**src/rtl/ram_fifo_outbuf.sv**
```systemverilog
// Two-entry skid buffer that sits behind the RAM read port of ram_fifo_ctrl.
// A load strobe brings in the registered RAM word. A pop removes the head entry.
module ram_fifo_outbuf #(
    parameter int width = 1
) (
    input  logic             clk,
    input  logic             rst_n,
    input  logic             load,
    input  logic [width-1:0] load_data,
    input  logic             pop,
    output logic             valid,
    output logic [width-1:0] data,
    output logic [1:0]       count
);

    logic [width-1:0] head_q, head_d;
    logic [width-1:0] tail_q, tail_d;
    logic [1:0]       count_q, count_d;
    logic             do_pop;

    always_comb begin
        head_d  = head_q;
        tail_d  = tail_q;
        count_d = count_q;
        do_pop  = pop && (count_q != 2'd0);
        case ({load, do_pop})
            2'b10: begin
                if (count_q == 2'd0) head_d = load_data;
                else                 tail_d = load_data;
                count_d = count_q + 2'd1;
            end
            2'b01: begin
                head_d  = tail_q;
                count_d = count_q - 2'd1;
            end
            2'b11: begin
                // Occupancy is unchanged. The new word goes wherever the head leaves room.
                if (count_q == 2'd1) begin
                    head_d = load_data;
                end else begin
                    head_d = tail_q;
                    tail_d = load_data;
                end
            end
            default: ;
        endcase
    end

    always_ff @(posedge clk or negedge rst_n) begin
        if (!rst_n) begin
            head_q  <= '0;
            tail_q  <= '0;
            count_q <= 2'd0;
        end else begin
            head_q  <= head_d;
            tail_q  <= tail_d;
            count_q <= count_d;
        end
    end

    assign valid = (count_q != 2'd0);
    assign data  = head_q;
    assign count = count_q;

endmodule

```
**src/rtl/ram_fifo_ctrl.sv**
```systemverilog
// FIFO controller around an external dual-port RAM that has a 1-cycle registered read, with a 2-entry output buffer.
// Optional occupancy output `level`, present only when RAM_FIFO_LEVEL_EN is defined.
module ram_fifo_ctrl #(
    parameter int width   = 1,
    parameter int widthad = 1
) (
    input  logic               clk,
    input  logic               rst_n,
    input  logic               in_valid,
    input  logic [width-1:0]   in_data,
    output logic               in_ready,
    output logic               out_valid,
    output logic [width-1:0]   out_data,
    input  logic               out_ready,
    output logic [widthad-1:0] ram_wraddress,
    output logic               ram_wren,
    output logic [width-1:0]   ram_data,
    output logic [widthad-1:0] ram_rdaddress,
    input  logic [width-1:0]   ram_q
`ifdef RAM_FIFO_LEVEL_EN
    ,
    output logic [widthad+1:0] level
`endif
);

    localparam logic [widthad:0]   CNT_FULL = {1'b1, {widthad{1'b0}}};
    localparam logic [widthad:0]   CNT_ONE  = (widthad+1)'(1);
    localparam logic [widthad-1:0] PTR_ONE  = widthad'(1);

    logic [widthad-1:0] wr_ptr_q, wr_ptr_d;
    logic [widthad-1:0] rd_ptr_q, rd_ptr_d;
    logic [widthad:0]   ram_count_q, ram_count_d;
    logic               rd_pending_q, rd_pending_d;
    logic [1:0]         buf_count;
    logic               push, pop, issue;

    assign in_ready      = (ram_count_q != CNT_FULL);
    assign push          = in_valid && in_ready;
    assign pop           = out_valid && out_ready;
    assign ram_wren      = push;
    assign ram_wraddress = wr_ptr_q;
    assign ram_data      = in_data;
    assign ram_rdaddress = rd_ptr_q;

    // Reads in flight plus buffered words never exceed two, so the buffer cannot overflow.
    assign issue = (ram_count_q != '0) &&
                   ((({1'b0, buf_count} + {2'b00, rd_pending_q}) < 3'd2) || pop);

    always_comb begin
        wr_ptr_d     = push  ? wr_ptr_q + PTR_ONE : wr_ptr_q;
        rd_ptr_d     = issue ? rd_ptr_q + PTR_ONE : rd_ptr_q;
        rd_pending_d = issue;
        ram_count_d  = ram_count_q;
        case ({push, issue})
            2'b10:   ram_count_d = ram_count_q + CNT_ONE;
            2'b01:   ram_count_d = ram_count_q - CNT_ONE;
            default: ;
        endcase
    end

    always_ff @(posedge clk or negedge rst_n) begin
        if (!rst_n) begin
            wr_ptr_q     <= '0;
            rd_ptr_q     <= '0;
            ram_count_q  <= '0;
            rd_pending_q <= 1'b0;
        end else begin
            wr_ptr_q     <= wr_ptr_d;
            rd_ptr_q     <= rd_ptr_d;
            ram_count_q  <= ram_count_d;
            rd_pending_q <= rd_pending_d;
        end
    end

    ram_fifo_outbuf #(
        .width(width)
    ) u_outbuf (
        .clk      (clk),
        .rst_n    (rst_n),
        .load     (rd_pending_q),
        .load_data(ram_q),
        .pop      (pop),
        .valid    (out_valid),
        .data     (out_data),
        .count    (buf_count)
    );

`ifdef RAM_FIFO_LEVEL_EN
    logic [widthad+1:0] level_q, level_d;

    // The next-state sum keeps level aligned with the occupancy after each edge.
    always_comb begin
        level_d = (widthad+2)'(ram_count_d) + (widthad+2)'(rd_pending_d)
                + (widthad+2)'(buf_count) + (widthad+2)'(rd_pending_q)
                - (widthad+2)'(pop);
    end

    always_ff @(posedge clk or negedge rst_n) begin
        if (!rst_n) level_q <= '0;
        else        level_q <= level_d;
    end

    assign level = level_q;
`endif

endmodule

```
**config.mk**
```make
export PLATFORM = sky130hd
export DESIGN_NAME = ram_fifo_ctrl
export DESIGN_NICKNAME = d
export VERILOG_FILES = /design/src/rtl/ram_fifo_outbuf.sv /design/src/rtl/ram_fifo_ctrl.sv
export SDC_FILE = /design/constraint.sdc
export NUM_CORES = 1
export LEC_CHECK = 0
export ABC_AREA = 1
export ABC_CLOCK_PERIOD_IN_PS = 3170
export CELL_PAD_IN_SITES_DETAIL_PLACEMENT = 0
export CELL_PAD_IN_SITES_GLOBAL_PLACEMENT = 1
export CORE_MARGIN = 3
export CORE_UTILIZATION = 37
export DETAILED_ROUTE_END_ITERATION = 12
export HOLD_SLACK_MARGIN = 0.12
export PLACE_DENSITY_LB_ADDON = 0.1
export SLEW_MARGIN = 20
export SYNTH_ARGS = -nofsm -noshare
export SYNTH_HDL_FRONTEND = slang
export SYNTH_SLANG_ARGS = --single-unit
```
**constraint.sdc**
```tcl
create_clock -name clk -period 3.17 [get_ports clk]
set_clock_uncertainty 0.15 [all_clocks]
set_input_delay 0.4755 -clock clk [delete_from_list [all_inputs] [get_ports clk]]
set_output_delay 0.4755 -clock clk [all_outputs]
set_load 0.01 [all_outputs]
```
==> metrics.cfg, run 1 <==
[outcome]
status=finished, final reports clean

[synth]
synthCells=69
synth_area_leaders=dfrtp_1 (39%), nand2_1 (14%), ha_1 (13%)
synth_top_area_share_pct=39.2
yosysWarnings=0
synth_area_per_cell_um2=8.32
yosys.area.top_type=dfrtp_1
synth_seq_area_share_pct=39.2
synth_area_um2=574
synthDistinctLibCells=15
synth_seq_cells=9
syn_nets=81

[clocking]
ctsHoldBuffers=0
path_clk_slew_ps=60
numCtsBuffers=3
cts_root_buf=clkbuf_4
htree_num_levels=1
cts_resized=0
post_cts_buffers=0
insertion_delay_ps=250
clk_path_buf_depth=2
cts.sinks=9
cts_tree=yes

[power]
p_per_area_nw_per_um2=1090
power_leakage_nw=0.382
peakVddDrop_uv=496

[floorplanning]
rows=13
core_area_um2=1380
die_h_um=45.4
die_w_um=45.4
die_area_um2=2060
io_pins=13
initial_core_util_pct=41.5

[global_routing]
grtUsageTotal_pct=12.5
grt_pass1_wl_mm=1.77
busiest_layer=met2
use_met3_pct=3.56
grt_pass1_vias=422
grt_use_met1_pct=16.1
use_met2_pct=17.5
gr-total-overflow=0
antenna_found_initial=0
grt_max_degree=10

[setup_path]
critical_path_arrival_ps=1620
cp_data_required_time_ps=2540
cp_max_fo=3
cp-start-kind=primary input
path_class=primary input to output pin
endpoint_kind=output pin

[timing]
worst_pin_slew_ps=432
timing.fmax_mhz=445
finalHoldViolations=0
rsz0062_at_grt=false
drv_slew=0
relSlewSlack_pct=71.1
whs_ps=326
fin_ws_ps=925
tns_ps=0
fin_crit_sh_pct=70.8
period_needed_ps=2250
setup_viol=0

[final_layout]
syn2layout_area_growth_pct=24.0
final_common_cell=nand2_1
drive_above_1_share_pct=12.2
num_antenna_cells=0
nNetsFinal=95
mostFrequentLayoutCells=nand2_1 (22), inv_1 (12), clkdlybuf4s50_1 (10)

[drt]
drc=0
drt_iter0_drc=7
wl_um=969
final_antenna_net_count=0
num_vias=414
viasPerCell=4.27
wl_per_cell_um=9.99
firstDrtPassIters=3

[placement]
pre_cts_ws_ps=920
hpwl_um=784
port_buffers=10
gp_congestion=0.746

[worst_hold_path]
min_path_type=flop to flop

[job]
cap_violations=0

-- sequential cells by signal, summed over array words and instances, names as in the netlist --
register and count:
u_outbuf.count 2, ram_count_q 2, u_outbuf.tail_q 1, ram_rdaddress 1, rd_pending_q 1, ram_wraddress 1
u_outbuf.data 1
-- synthesized netlist by cell type --
| cell type | count |
|---|---|
| nand2_1 | 22 |
| inv_1 | 12 |
| dfrtp_1 | 9 |
| ha_1 | 6 |
| nand3_1 | 4 |
| xnor2_1 | 3 |
| inv_2 | 2 |
| nand2_2 | 2 |
| nand2_4 | 2 |
| o21ai_0 | 2 |
| buf_4 | 1 |
| nand3b_1 | 1 |
| o211ai_1 | 1 |
| xnor2_2 | 1 |
| xor2_1 | 1 |
-- worst paths after layout --
kind / start / end / slack (ps) / cells after the start
max in group asynchronous: rst_n / ram_count_q[0] / 2200 / 1
max: in_valid / ram_wren / 920 / 4
max reg2reg: u_outbuf.count[0] / ram_count_q[1] / 1310 / 11
min reg2reg: u_outbuf.tail_q / u_outbuf.tail_q / 330 / 2
min in group asynchronous: rst_n / u_outbuf.data / 370 / 1
min: u_outbuf.tail_q / u_outbuf.tail_q / 330 / 2
-- kinds of logic after synthesis --
| family | share of synthesized area, % |
|---|---|
| simple gates | 25.3 |
| xor+xnor | 8.93 |
| fa+ha+maj | 13.1 |
| buf+inv | 10.5 |
| compound gates | 3.05 |
| flops | 39.2 |
-- layer usage --
metal  vias up  routed length, um
met5         -                  0
met4         0                 14
met3         2                 20
met2         5                460
met1       172                473
li1        235                  -
-- through the flow --
stage	utilization, %	instances	power, W	area, um2
2_1_floorplan	-	69	0.000560	574
3_3_place_gp	49.6	93	0.000697	686
3_5_place_dp	49.6	93	0.000700	686
4_1_cts	51.5	97	0.000795	712
5_1_grt	51.5	97	0.000870	712
6_report	51.5	97	0.000778	712
-- power breakdown --
group	total [W]	switching, W	leakage [nW]	internal, W
Clock	0.0000887	0.0000402	0.0150	0.0000485
Combinational	0.000461	0.000235	0.260	0.000225
Sequential	0.000229	0.0000485	0.107	0.000180
-- layout make-up --
class / count / area, um2
clock buffer: 4 / 26.3
multi-input combinational: 45 / 289
fill: 155 / 671
sequential: 9 / 225
tap: 15 / 18.8
inverter: 14 / 52.6
timing repair buffer: 10 / 100
-- worst max-delay path, stage by stage --
cell and delay, ps:
clkdlybuf4s50_1 500, nand2_4 70, inv_1 50, clkdlybuf4s50_1 520
(Power assumes the default switching activity.)
==> inputs of run 2 (changes only) <==
--- a/config.mk
+++ b/config.mk
@@ -6,11 +6,11 @@
 export NUM_CORES = 1
 export LEC_CHECK = 0
 export ABC_AREA = 1
-export ABC_CLOCK_PERIOD_IN_PS = 3170
+export ABC_CLOCK_PERIOD_IN_PS = 2100
 export CELL_PAD_IN_SITES_DETAIL_PLACEMENT = 0
 export CELL_PAD_IN_SITES_GLOBAL_PLACEMENT = 1
 export CORE_MARGIN = 3
-export CORE_UTILIZATION = 37
+export CORE_UTILIZATION = 34
 export DETAILED_ROUTE_END_ITERATION = 12
 export HOLD_SLACK_MARGIN = 0.12
 export PLACE_DENSITY_LB_ADDON = 0.1
==> constraint.sdc (replaced) <==
create_clock -name clk -period 2.1 [get_ports clk]
set_clock_uncertainty 0.15 [all_clocks]
set_input_delay 0.315 -clock clk [delete_from_list [all_inputs] [get_ports clk]]
set_output_delay 0.315 -clock clk [all_outputs]
set_load 0.01 [all_outputs]
==> run 2 against run 1 <==
  * Routed wire length increased by 4.2%
  * Critical path type is now flop to output pin
  * Hold slack got worse by 130 ps
  * Total power increased by 53%
  * Worst setup slack got worse by 840 ps
  * Flip-flop and latch count unchanged
  * Critical endpoint is now out_valid
==> metrics.cfg, run 2 (synthesis results as in run 1) <==
[final_layout]
regArea_um2=225
nNetsFinal=96
syn2layout_area_growth_pct=25.5
multi_input_area_um2=289
mostFrequentLayoutCells=nand2_1 (22), inv_1 (12), clkdlybuf4s50_1 (10)
final_util_pct=46.8
num_antenna_cells=0
final_common_cell=nand2_1
nFillCells=164
drive_above_1_share_pct=13.3

[setup_path]
cp_max_fo=4
endpoint_kind=output pin
rrSetupSlack_ps=270
cpMaxStageDelayCell=clkdlybuf4s50_1
cp_data_required_time_ps=1630
max_stage_delay_ps=540
crit_chain=inv_1 > ha_1 > inv_2 > clkdlybuf4s50_1
path_class=flop to output pin
cp.buffers_inverters=3
cp-start-kind=flop
critical_path_arrival_ps=1550
critPathTopFamily=buffers and inverters

[timing]
tns_ps=0
drv_slew=0
setup_viol=0
whs_ps=194
period_needed_ps=2020
timing.fmax_mhz=495
finalHoldViolations=0
rsz0062_at_grt=false
worst_pin_slew_ps=399
relSlewSlack_pct=73.3
fin_crit_sh_pct=96.1
fin_ws_ps=81.5

[drt]
wl_per_cell_um=10.2
viasPerCell=4.45
drt_iter0_drc=1
num_vias=441
drc=0
wl_mm=1.01
firstDrtPassIters=4
final_antenna_net_count=0

[global_routing]
grt_pass1_wl_mm=1.79
grtUsageTotal_pct=11.9
antenna_found_initial=0
grt_pass1_vias=445
gr-total-overflow=0
grt_max_degree=10

[power]
p_clk_share_pct=11.1
seq_power_share_pct=28.7
p_sw_share_pct=41.4
p_per_area_nw_per_um2=1650
peakVddDrop_uv=678
switchingPower_w=0.000494
p_comb_share_pct=60.2
power_leakage_nw=0.387
internal_power_w=0.000698

[floorplanning]
initial_core_util_pct=37.3
rows=14
die_w_um=47.1
core_area_um2=1540
die_h_um=47.1
io_pins=13
die_area_um2=2220

[clocking]
ctsHoldBuffers=0
cts_root_buf=clkbuf_4
insertion_delay_ps=260
cts_tree=yes
cts.sinks=9
path_clk_slew_ps=60
clk_path_buf_depth=2
numCtsBuffers=3
htree_num_levels=1

[placement]
port_buffers=10
hpwl_um=800
gp_congestion=0.628
pre_cts_ws_ps=166

[worst_hold_path]
min_path_type=primary input to async pin

[outcome]
status=finished, final reports clean

[job]
cap_violations=0

## run 2: cell count changes in the layout (fill, tap and decap cells not counted), sizes merged
cell / change
buf: +1
## run 2: area by class of cell
class	count	area share, %
clock buffers	4	3.65
inverters	14	7.29
multi-input cells	45	40.1
flip-flops and latches	9	31.3
well taps	16	2.78
repair buffers	11	14.9
## run 2: path summary, 6_finish.rpt
check                                  start                 to  cells after the start
setup / recovery           u_outbuf.count[0]          out_valid                      4
hold / removal                         rst_n    u_outbuf.tail_q                      1
setup reg to reg           u_outbuf.count[1]     ram_count_q[1]                     11
hold reg to reg            u_outbuf.count[1]  u_outbuf.count[1]                      2
max in group asynchronous              rst_n     ram_count_q[0]                      1
min in group clk           u_outbuf.count[1]  u_outbuf.count[1]                      2
## run 2: power by group through the flow
stage,Clock (W),Combinational (W),Sequential [W]
CTS,0.000141,0.000713,0.000348
global placement,0,0.000696,0.000351
finish,0.000133,0.000718,0.000341
floorplan,0,0.000496,0.000350
detailed placement,0,0.000703,0.000350
global route,0.000148,0.000843,0.000356
## run 2: layer usage
layer	routed length, um	track usage [%]	part of all wire, %
met1	517	16.0	51
met2	428	16.0	42
met3	65	6.90	6.4
met4	0	3.31	0
met5	0	0	0
## run 2: through the flow
step / instances / area [um2] / power, W
2_1_floorplan: 69 / 574 / 0.000845
3_5_place_dp: 94 / 687 / 0.00105
4_1_cts: 98 / 713 / 0.00120
6_report: 99 / 721 / 0.00119
5_1_grt: 99 / 721 / 0.00135
3_3_place_gp: 94 / 687 / 0.00105
## run 2: worst reg2reg max path: stages, from the launching register on
cell     delay, ps
dfrtp_1        370
inv_1           90
ha_1           200
inv_2           70
nand2_4         80
nand2_2         60
nand2_1         70
inv_1           60
ha_1           290
inv_1           60
nand3_1         80
xor2_1         140
## run 2: repair_timing
action	CTS	global route
gates resized for setup	0	0
setup endpoints to repair	0	1
setup buffers	0	1
